[src/rtl/pixel_buffer_ctrl.sv]
// rtl/pixel_buffer_ctrl.sv - stream, address and window-valid control for pixel_buffer
// Optional window-coordinate outputs: PIXEL_BUFFER_CTRL_WINDOW_COORD_EN
module pixel_buffer_ctrl #(
    parameter int FILTER_SIZE = 3,
    parameter int IMAGE_SIZE  = 8,
    parameter int D_WIDTH     = 8
) (
    input  logic                          clk,
    input  logic                          rst_n,
    input  logic                          in_valid,
    output logic                          in_ready,
    input  logic [D_WIDTH-1:0]            in_data,
    output logic                          buf_clk_en,
    output logic [$clog2(IMAGE_SIZE)-1:0] buf_wr_addr,
    output logic [$clog2(IMAGE_SIZE)-1:0] buf_rd_addr,
    output logic [D_WIDTH-1:0]            buf_data,
    output logic                          out_valid,
    input  logic                          out_ready,
`ifdef PIXEL_BUFFER_CTRL_WINDOW_COORD_EN
    output logic [$clog2(IMAGE_SIZE)-1:0] win_row,
    output logic [$clog2(IMAGE_SIZE)-1:0] win_col,
`endif
    output logic                          frame_done
);

    localparam int AW    = $clog2(IMAGE_SIZE);
    localparam int DEPTH = IMAGE_SIZE - (FILTER_SIZE - 1);

    localparam logic [AW-1:0] C_DEPTH_M1 = AW'(DEPTH - 1);
    localparam logic [AW-1:0] C_LAST     = AW'(IMAGE_SIZE - 1);
    localparam logic [AW-1:0] C_FS_M1    = AW'(FILTER_SIZE - 1);
    localparam logic [AW-1:0] C_FS_M2    = AW'(FILTER_SIZE - 2);

    typedef enum logic [1:0] {S_IDLE, S_FILL, S_RUN, S_DONE} state_t;

    state_t        r_state;
    logic [AW-1:0] r_wp;
    logic [AW-1:0] r_row;
    logic [AW-1:0] r_col;
    logic          r_out_valid;
    logic          r_frame_done;
`ifdef PIXEL_BUFFER_CTRL_WINDOW_COORD_EN
    logic [AW-1:0] r_win_row;
    logic [AW-1:0] r_win_col;
`endif

    logic          w_acc;
    logic          w_qual;
    logic [AW-1:0] w_wp_next;

    // Any pending, unconsumed window freezes the whole buffer via clk_en.
    assign in_ready   = (r_state != S_DONE) && !(r_out_valid && !out_ready);
    assign w_acc      = in_valid && in_ready;
    assign w_qual     = w_acc && (r_state == S_RUN) && (r_col >= C_FS_M1);
    assign w_wp_next  = (r_wp == C_DEPTH_M1) ? '0 : r_wp + AW'(1);

    assign buf_clk_en  = w_acc;
    assign buf_data    = in_data;
    assign buf_wr_addr = r_wp;
    assign buf_rd_addr = w_wp_next;
    assign out_valid   = r_out_valid;
    assign frame_done  = r_frame_done;
`ifdef PIXEL_BUFFER_CTRL_WINDOW_COORD_EN
    assign win_row     = r_win_row;
    assign win_col     = r_win_col;
`endif

    always_ff @(posedge clk or negedge rst_n) begin
        if (!rst_n) begin
            r_state      <= S_IDLE;
            r_wp         <= '0;
            r_row        <= '0;
            r_col        <= '0;
            r_out_valid  <= 1'b0;
            r_frame_done <= 1'b0;
`ifdef PIXEL_BUFFER_CTRL_WINDOW_COORD_EN
            r_win_row    <= '0;
            r_win_col    <= '0;
`endif
        end else begin
            r_frame_done <= 1'b0;

            if (w_qual) begin
                r_out_valid <= 1'b1;
            end else if (out_ready) begin
                r_out_valid <= 1'b0;
            end

`ifdef PIXEL_BUFFER_CTRL_WINDOW_COORD_EN
            if (w_qual) begin
                r_win_row <= r_row - C_FS_M1;
                r_win_col <= r_col - C_FS_M1;
            end
`endif

            if (w_acc) begin
                r_wp <= w_wp_next;
                if (r_col == C_LAST) begin
                    r_col <= '0;
                    r_row <= (r_row == C_LAST) ? '0 : r_row + AW'(1);
                end else begin
                    r_col <= r_col + AW'(1);
                end
            end

            case (r_state)
                S_IDLE: begin
                    if (w_acc) begin
                        r_state <= S_FILL;
                    end
                end
                S_FILL: begin
                    if (w_acc && (r_col == C_LAST) && (r_row == C_FS_M2)) begin
                        r_state <= S_RUN;
                    end
                end
                S_RUN: begin
                    if (w_acc && (r_col == C_LAST) && (r_row == C_LAST)) begin
                        r_state <= S_DONE;
                    end
                end
                S_DONE: begin
                    // Leave only once the final window has been taken downstream.
                    if (!r_out_valid || out_ready) begin
                        r_frame_done <= 1'b1;
                        r_wp         <= '0;
                        r_row        <= '0;
                        r_col        <= '0;
                        r_state      <= S_IDLE;
                    end
                end
                default: r_state <= S_IDLE;
            endcase
        end
    end

endmodule

[config.mk]
export PLATFORM = sky130hd
export DESIGN_NAME = pixel_buffer_ctrl
export DESIGN_NICKNAME = d
export VERILOG_FILES = /design/src/rtl/pixel_buffer_ctrl.sv
export SDC_FILE = /design/constraint.sdc
export NUM_CORES = 1
export LEC_CHECK = 0
export ABC_AREA = 1
export ABC_CLOCK_PERIOD_IN_PS = 1880
export BUFFER_PORTS_ARGS = -buffer_cell sky130_fd_sc_hd__buf_2
export CAP_MARGIN = 0
export CORE_ASPECT_RATIO = 0.9
export CORE_MARGIN = 3
export CORE_UTILIZATION = 40
export CTS_CLUSTER_SIZE = 25
export DETAILED_ROUTE_END_ITERATION = 12
export HOLD_SLACK_MARGIN = 0.02
export PLACE_DENSITY = 0.71
export SYNTH_ARGS = -nofsm -noshare
export SYNTH_HDL_FRONTEND = slang
export SYNTH_SLANG_ARGS = --single-unit
[constraint.sdc]
create_clock -name clk -period 1.88 [get_ports clk]
set_input_delay 0.188 -clock clk [delete_from_list [all_inputs] [get_ports clk]]
set_output_delay 0.188 -clock clk [all_outputs]
set_load 0.01 [all_outputs]
==> results_dict.tcl, run 1 <==
set metrics [dict create \
    grt_max_degree 14 \
    antenna_cells 0 \
    multiInputGateArea_um2 428 \
    ir_drop_mv 0.995 \
    postCtsResizedCells 0 \
    gp_congestion 0.795 \
    initial_utilization 0.442 \
    grt_pass1_vias 616 \
    dieWidth_um 55.4 \
    via_per_inst 4.77 \
    syn_to_final_growth_pct 8.25 \
    ant_nets 0 \
    boundaryPins 30 \
    fin_crit_ns 1.55 \
    cp_data_arrival_time_ns 1.36 \
    placed_cell_area_um2 916 \
    nets 129 \
    hold_violations 0 \
    synth_cell_types 27 \
    coreArea_um2 1990 \
    leakage_nw 0.490 \
    cp_max_fo 7 \
    grt_usage 0.121 \
    critPathKind "reg2out" \
    crit_required_ns 1.69 \
    synth_area_leaders "dfrtp_1 (37%), ha_1 (16%), buf_4 (6.8%), inv_1 (5.5%), a21oi_1 (4.0%)" \
    critPathLaunchType "flip-flop" \
    max_stage_delay_ns 0.41 \
    cts_buffer_depth 2 \
    seqCellArea_um2 325 \
    drc 0 \
    via_count 620 \
    cp_cell_sequence "ha_1, nor2_4, buf_2" \
    cts_buffers 3 \
    finalMaxSlewViolations 0 \
    synth_area_leader_cell "dfrtp_1" \
    timing.critical_path.buf_inv 1 \
    relSlewSlack 0.800 \
    r2r-start "r_state[0]" \
    path_delay_family "flip-flops" \
    dr.pass1.iters 4 \
    cts_setup_buffers 0 \
    p_total_mw 1.61 \
    cts.sinks 13 \
    synth_nets 118 \
    outcome "finished, final reports clean" \
    num_rows 15 \
    finalCritPeriodShare 0.825 \
    drive_gt1_frac 0.286 \
    rsz0062_at_grt "false" \
    synth_top_area_frac 0.370 \
    ys_ff_latch 13 \
    die_area_um2 2800 \
    port_buffers 13 \
    clkLatencyLatePin_ns 0.27 \
    final_cell_area_um2 952 \
    max_cap_viol_count 0 \
    setup-violations-final 0 \
    endpoint_kind "primary output" \
    synthesis.area_um2 880 \
    grt_overflow_total 0 \
    clk_pin_slew_ns 0.07 \
    tightest_slew_ns 0.300 \
    dieHeight_um 50.5 \
    drt_iter0_markers 4 \
    slowest_stage "dfrtp_1" \
    antenna_found_initial 0 \
    yosysWarningCount 0 \
    drt_wl_total_um 1550 \
    cp-startpoint "r_state[0]" \
    place_hpwl_um 1250 \
    htreeDepth 1 \
    ys_seq_area_frac 0.370 \
    avgSynthCellArea_um2 9.26 \
    fmax_mhz 645 \
    wire_per_inst_um 11.9 \
    clock-skew-final_ns 0.00274 \
    setup_tns_ns 0 \
    synth_cells 95 \
    grt_pass1_wl_um 2680 \
    cts_tree "built" \
    hold_start "out_ready" \
    worstHoldPathType "in2reg" \
    powerDensity_nw_per_um2 1700 \
    root_buffer "clkbuf_4" \
    nFillCells 205 \
]
-- what timing repair did --
item / in CTS / in global routing
hold buffers: 1 / 0
hold endpoints to repair: 13 / 0
setup endpoints to repair: 0 / 0
-- per-layer routing --
layer	GRT usage	vias up	wire length, um
li1	-	332	-
met5	0	-	0
met2	0.191	13	686
met1	0.159	275	780
met3	0.0411	0	79
met4	0.0283	0	0
-- worst register-to-register path, stage by stage (launching register included) --
cell and delay, ns:
dfrtp_1 0.41, ha_1 0.29, inv_4 0.14, nand4_4 0.15, o21bai_2 0.21, nand3_2 0.10, nand2_1 0.07, nand2_1 0.05
-- where the power goes --
group,internal [mW],switching [mW],total [mW]
combinational,0.378,0.539,0.917
clock,0.0823,0.0864,0.169
sequential,0.423,0.105,0.529
total,0.884,0.731,1.61
-- per-stage QoR --
step | std cells | util | hold WS, ns | worst slack [ns]
2_1_floorplan | 95 | - | -0.108 | 0.486
3_3_place_gp | 125 | 0.460 | 0.0872 | 0.419
3_5_place_dp | 125 | 0.460 | 0.0881 | 0.364
4_1_cts | 130 | 0.479 | 0.248 | 0.313
5_1_grt | 130 | 0.479 | 0.258 | 0.233
6_report | 130 | 0.479 | 0.250 | 0.329
-- sequential cells by signal, summed over array words and instances (netlist names) --
| register | count |
|---|---|
| r_state | 2 |
| buf_wr_addr | 3 |
| r_row | 3 |
| r_col | 3 |
| frame_done | 1 |
| out_valid | 1 |
-- synthesized netlist by cell type (all sizes together) --
cell    count
o22ai       5
ha         11
dfrtp      13
o21bai      2
or2         1
o21ai       5
nor2        7
buf         8
a21oi       7
inv        16
nand3       2
a211oi      2
nand4       3
clkinv      1
nand2       9
nor3        2
a31o        1
-- cell families (layout without fill, tap and decap cells) --
family                     count (synthesis)  after routing  share of synthesized area
buffers and inverters                     25             35                      0.144
and+or+nand+nor                           24             24                      0.174
AOI/OAI and AO/OA                         22             22                      0.156
DFF                                       13             13                      0.370
adders and majority gates                 11             11                      0.156
-- path summary, 6_finish.rpt --
check / end / slack (ns) / depth (start not counted)
max in group asynchronous: r_state[0] / 1.32 / 2
min in group asynchronous: buf_wr_addr[1] / 0.33 / 2
max reg2reg: r_state[1] / 0.36 / 7
min reg2reg: r_state[1] / 0.54 / 2
max: buf_clk_en / 0.33 / 3
min: out_valid / 0.25 / 4
-- layout make-up --
type                       instances  area share
sequential                        13       0.342
clock buffer                       4      0.0276
multi-input combinational         57       0.449
timing repair buffer              14      0.0788
tap                               25      0.0329
inverter                          17      0.0696
-- cells in the final DEF (no fill, tap or decap), types with 2 or more instances in the layout --
cell type,instances
nand2_1,6
a21oi_1,7
nor3_1,2
nor2_1,5
nand2_4,2
buf_2,13
inv_1,13
o22ai_1,5
a211oi_1,2
o21ai_0,4
ha_1,11
inv_2,2
nand4_1,2
dfrtp_1,13
clkbuf_4,3
No activity file was read; power rests on OpenSTA's default activity.
==> run 2: changes to the inputs <==
ABC_CLOCK_PERIOD_IN_PS = 1320   (was 1880)
PLACE_DENSITY = 0.74   (was 0.71)
clock period = 1.32 ns   (was 1.88 ns; I/O delays follow)
==> run 2 against run 1 <==
Against the previous run: the run now ends with setup timing left; cell area rose by 34%; critical path depth rose by 5; global-route usage rose by 3.0 points; register-to-register slack got worse by 0.38 ns; final cell count rose by 17%; combinational power rose by 130%; die area did not move; worst hold slack got worse by 0.083 ns; count of clock-buffer cells in the layout did not move; first-iteration DRC count rose to 2.5 times the previous value; critical path type is now reg2reg; critical endpoint is now r_state[0].
==> results_dict.tcl, run 2 (same netlist as run 1, synthesis figures left out) <==
set metrics [dict create \
    outcome "complete, but fails checks" \
    violations "setup timing" \
    r2r_cells 8 \
    cts_buffer_depth 2 \
    timing.critical_path.buf_inv 2 \
    fin_ws_ns -0.0239 \
    clk_pin_slew_ns 0.08 \
    nFillCells 163 \
    hold_violations 0 \
    place_hpwl_um 1410 \
    rsz0062_at_grt "true" \
    min_path_cells 4 \
    drc 0 \
    leakage_nw 0.630 \
    hold_start "out_ready" \
    ant_nets 0 \
    final_cell_area_um2 1270 \
    drt_iter0_markers 10 \
    dieHeight_um 50.5 \
    drive_gt1_frac 0.567 \
    min_to "out_valid" \
    cp_common_cell "nand2_1" \
    grt_max_degree 14 \
    p_switching_mw 1.38 \
    coreArea_um2 1990 \
    final_common_cell "buf_4" \
    r2r-start "r_state[1]" \
    ir_drop_mv 1.73 \
    pwr-share-clk 0.081 \
    syn_to_final_growth_pct 44.9 \
    dpl_worst_slack_ns -0.0355 \
    wire_per_inst_um 13.7 \
    slowest_stage "dfrtp_1" \
    dr.pass1.iters 3 \
    setup-violations-final 4 \
    crit_required_ns 1.50 \
    fin_crit_ns 1.34 \
    via_per_inst 4.89 \
    swShare 0.435 \
    gp_congestion 0.816 \
    grt_pass1_vias 750 \
    internal_power_mw 1.79 \
    cts.sinks 13 \
    cp_max_fo 4 \
    die_area_um2 2800 \
    comb_power_share 0.676 \
    fmax_mhz 744 \
    antenna_cells 0 \
    endpoint_kind "flip-flop" \
    cts_tree "built" \
    powerDensity_nw_per_um2 2490 \
    tightest_slew_ns 0.308 \
    relSlewSlack 0.795 \
    drt_wl_total_um 2090 \
    seq_power_share 0.243 \
    initial_utilization 0.442 \
    finalMaxSlewViolations 0 \
    grt_overflow_total 0 \
    boundaryPins 30 \
    cp_data_arrival_time_ns 1.52 \
    path_delay_family "flip-flops" \
    port_buffers 13 \
    grt_usage 0.151 \
    nets 151 \
    via_count 744 \
    worstHoldPathType "in2reg" \
    grt_pass1_wl_um 3280 \
    placed_cell_area_um2 1060 \
    root_buffer "clkbuf_4" \
    cts_buffers 3 \
    cp_cell_sequence "ha_4, inv_4, buf_4, o21bai_4, nand2_2, nand3_2, nand2_1, nand2_1" \
    finalCritPeriodShare 1.02 \
    final_cell_mix "buf_4 (20), dfrtp_1 (13), buf_2 (12)" \
    clkLatencyLatePin_ns 0.28 \
    critPathLaunchType "flip-flop" \
    htreeDepth 1 \
    num_rows 15 \
    dieWidth_um 55.4 \
    antenna_found_initial 0 \
    final_util 0.641 \
    p_total_mw 3.17 \
    r2r_slack_ns -0.02 \
    clock-skew-final_ns 0.00264 \
    timing.rr.end "r_state[0]" \
    max_stage_delay_ns 0.43 \
    critPathKind "reg2reg" \
    max_cap_viol_count 0 \
]
-- run 2: cell count changes in the layout (fill, tap and decap cells not counted), sizes merged --
cell and delta:
buf +22
-- run 2: routing by layer --
layer,GRT usage,wire [um]
met1,0.190,937
met2,0.252,1060
met3,0.0566,93
met4,0.0243,0
met5,0,0
-- run 2: what timing repair did --
| action | CTS | global route |
|---|---|---|
| buffers inserted | 7 | 2 |
| endpoints found under the setup margin | 6 | 16 |
| gates resized for setup | 9 | 21 |
| pin swaps | 8 | 5 |
| hold buffers | 1 | 0 |
| endpoints found under the hold margin | 13 | 0 |
-- run 2: final cells by class --
class                   instances  area, um2  area share
clock buffers                   4       26.3      0.0206
inverters                      17       71.3      0.0559
multi-input cells              57        567       0.445
flip-flops and latches         13        325       0.255
well taps                      25       31.3      0.0245
repair buffers                 36        254       0.199
-- run 2: stage by stage --
step	TNS, ns	hold WS (ns)	instances
3_5_place_dp	-0.0702	0.0395	139
3_3_place_gp	0	0.0290	139
2_1_floorplan	-0.00901	-0.164	95
6_report	-0.0724	0.167	152
5_1_grt	-0.741	0.171	152
4_1_cts	-0.114	0.181	150
-- run 2: worst max-delay path by stage --
| stage | start | endpoint | cells past startpoint |
|---|---|---|---|
| 6_report | r_state[1] | r_state[0] | 8 |
| 5_1_grt | r_col[1] | r_state[1] | 7 |
| 4_1_cts | r_state[1] | r_state[0] | 7 |
| 3_5_place_dp | r_state[0] | r_state[0] | 7 |
| 3_3_place_gp | r_col[0] | r_state[0] | 7 |
| 2_1_floorplan | r_col[1] | r_state[0] | 7 |
-- run 2: worst min-delay path: stages --
cell,delay (ns)
buf_2,0.08
inv_2,0.03
nand2_4,0.10
o21ai_1,0.07
-- run 2: power groups by stage --
| stage | Clock [mW] | Sequential [mW] | Combinational, mW |
|---|---|---|---|
| floorplan | 0 | 0.799 | 1.01 |
| global placement | 0 | 0.754 | 1.60 |
| detailed placement | 0 | 0.765 | 1.65 |
| CTS | 0.263 | 0.759 | 1.82 |
| global route | 0.292 | 0.799 | 2.37 |
| finish | 0.256 | 0.771 | 2.15 |
==> run 3: changes to the inputs <==
CORE_UTILIZATION = 44   (was 40)
PLACE_DENSITY = 0.79   (was 0.74)
==> run 3 against run 2 <==
Against the previous run: the run still ends with setup timing left; power is 0.67% higher; sequential power decreased by 1%; setup slack worse by 0.022 ns; largest power group unchanged; highest routed layer is now met4.
==> results_dict.tcl, run 3 (same netlist as run 1, synthesis figures left out) <==
set metrics [dict create \
    outcome "complete, but fails checks" \
    violations "setup timing" \
    wire_per_inst_um 14.6 \
    p_total_mw 3.19 \
    grt_pass1_wl_um 3330 \
    leakage_nw 0.626 \
    finalCritPeriodShare 1.03 \
    setup-violations-final 3 \
    cp_max_fo 3 \
    worstHoldPathType "in2out" \
    antenna_found_initial 0 \
    final_common_cell "buf_4" \
    initial_utilization 0.497 \
    port_buffers 13 \
    root_buffer "clkbuf_4" \
    coreArea_um2 1770 \
    grt_overflow_total 0 \
    fin_ws_ns -0.0456 \
    finalMaxSlewViolations 0 \
    ant_nets 0 \
    grt_usage 0.173 \
    nets 151 \
    cp_data_arrival_time_ns 1.23 \
    cts_tree "built" \
    cts_buffer_depth 2 \
    gp_congestion 0.758 \
    drt_wl_total_um 2210 \
    drc 0 \
    clock-skew-final_ns 0.00113 \
    critPathLaunchType "flip-flop" \
    rsz0062_at_grt "true" \
    cts_buffers 3 \
    dieHeight_um 48.4 \
    via_per_inst 5.19 \
    ir_drop_mv 1.72 \
    fmax_mhz 732 \
    die_area_um2 2570 \
    busiest_layer "met2" \
    endpoint_kind "primary output" \
    place_hpwl_um 1310 \
    htreeDepth 1 \
    dieWidth_um 53.1 \
    antenna_cells 0 \
    max_cap_viol_count 0 \
    grt_use_met3 0.0583 \
    hold-worst-slack_ns 0.264 \
    gr-usage-met2 0.289 \
    drt_iter0_markers 8 \
    boundaryPins 30 \
    grt_max_degree 14 \
    clk_pin_slew_ns 0.08 \
    fin_crit_ns 1.37 \
    num_rows 14 \
    final_cell_mix "buf_4 (17), dfrtp_1 (13), buf_2 (11)" \
    crit_required_ns 1.19 \
    drive_gt1_frac 0.567 \
    relSlewSlack 0.787 \
    syn_to_final_growth_pct 44.7 \
    grt_pass1_vias 765 \
    cts.sinks 13 \
    dr.pass1.iters 4 \
    powerDensity_nw_per_um2 2510 \
    via_count 784 \
    met1_usage 0.205 \
    tightest_slew_ns 0.320 \
    clkLatencyLatePin_ns 0.28 \
    hold_violations 0 \
    critPathKind "reg2out" \
]
==> run 3: cell counts in the layout (fill, tap and decap cells not counted) <==
No cell type changed its count.
==> run 3: report_power, final <==
| part | switching [mW] | leakage, nW | total (mW) | internal [mW] |
|---|---|---|---|---|
| sequential | 0.159 | 0.161 | 0.762 | 0.602 |
| combinational | 1.11 | 0.450 | 2.18 | 1.08 |
| clock | 0.130 | 0.0150 | 0.247 | 0.117 |
==> run 3: cell type report <==
| cell class | count | area (um2) |
|---|---|---|
| multi-input combinational | 57 | 548 |
| fill | 138 | 497 |
| sequential | 13 | 325 |
| timing repair buffer | 36 | 272 |
| inverter | 17 | 71.3 |
| tap | 24 | 30.0 |
| clock buffer | 4 | 26.3 |
==> run 3: critical path: stages (launching register included) <==
cell and delay [ns]:
dfrtp_1 0.43, ha_4 0.21, nor2_4 0.10, buf_6 0.12, buf_6 0.09
==> run 3: metrics by stage <==
stage	setup TNS, ns	instance area (um2)	std cells	utilization	setup WS [ns]
after detailed placement	-0.147	1020	133	0.575	-0.0648
after global placement	-0.0280	1020	133	0.575	-0.0151
after floorplan	-0.00901	915	95	-	-0.00461
after global routing	-0.554	1270	151	0.719	-0.0997
final	-0.0883	1270	151	0.719	-0.0456
after CTS	-0.0836	1150	147	0.652	-0.0289
==> run 3: final timing paths <==
| check | slack, ns | end | cells after the start | start |
|---|---|---|---|---|
| max in group asynchronous | 0.81 | r_state[0] | 2 | rst_n |
| hold / removal | 0.26 | buf_data[7] | 0 | in_data[7] |
| hold reg to reg | 0.57 | r_row[2] | 2 | r_row[2] |
| setup / recovery | -0.05 | buf_clk_en | 4 | r_state[1] |
| setup reg to reg | -0.03 | r_state[0] | 8 | r_state[1] |
| min in group asynchronous | 0.27 | frame_done | 2 | rst_n |
==> run 3: routing by layer <==
| metal | vias up | part of all wire |
|---|---|---|
| li1 | 373 | - |
| met1 | 379 | 0.42 |
| met2 | 22 | 0.51 |
| met3 | 10 | 0.050 |
| met4 | 0 | 0.020 |
| met5 | - | 0 |
==> run 3: timing repair <==
| item | CTS | global route |
|---|---|---|
| gates resized for setup | 8 | 25 |
| buffers inserted | 9 | 4 |
| hold buffers | 1 | 0 |
| endpoints found under the setup margin | 6 | 11 |
| cloned | 0 | 0 |
| pin swaps | 6 | 6 |
| endpoints found under the hold margin | 13 | 0 |
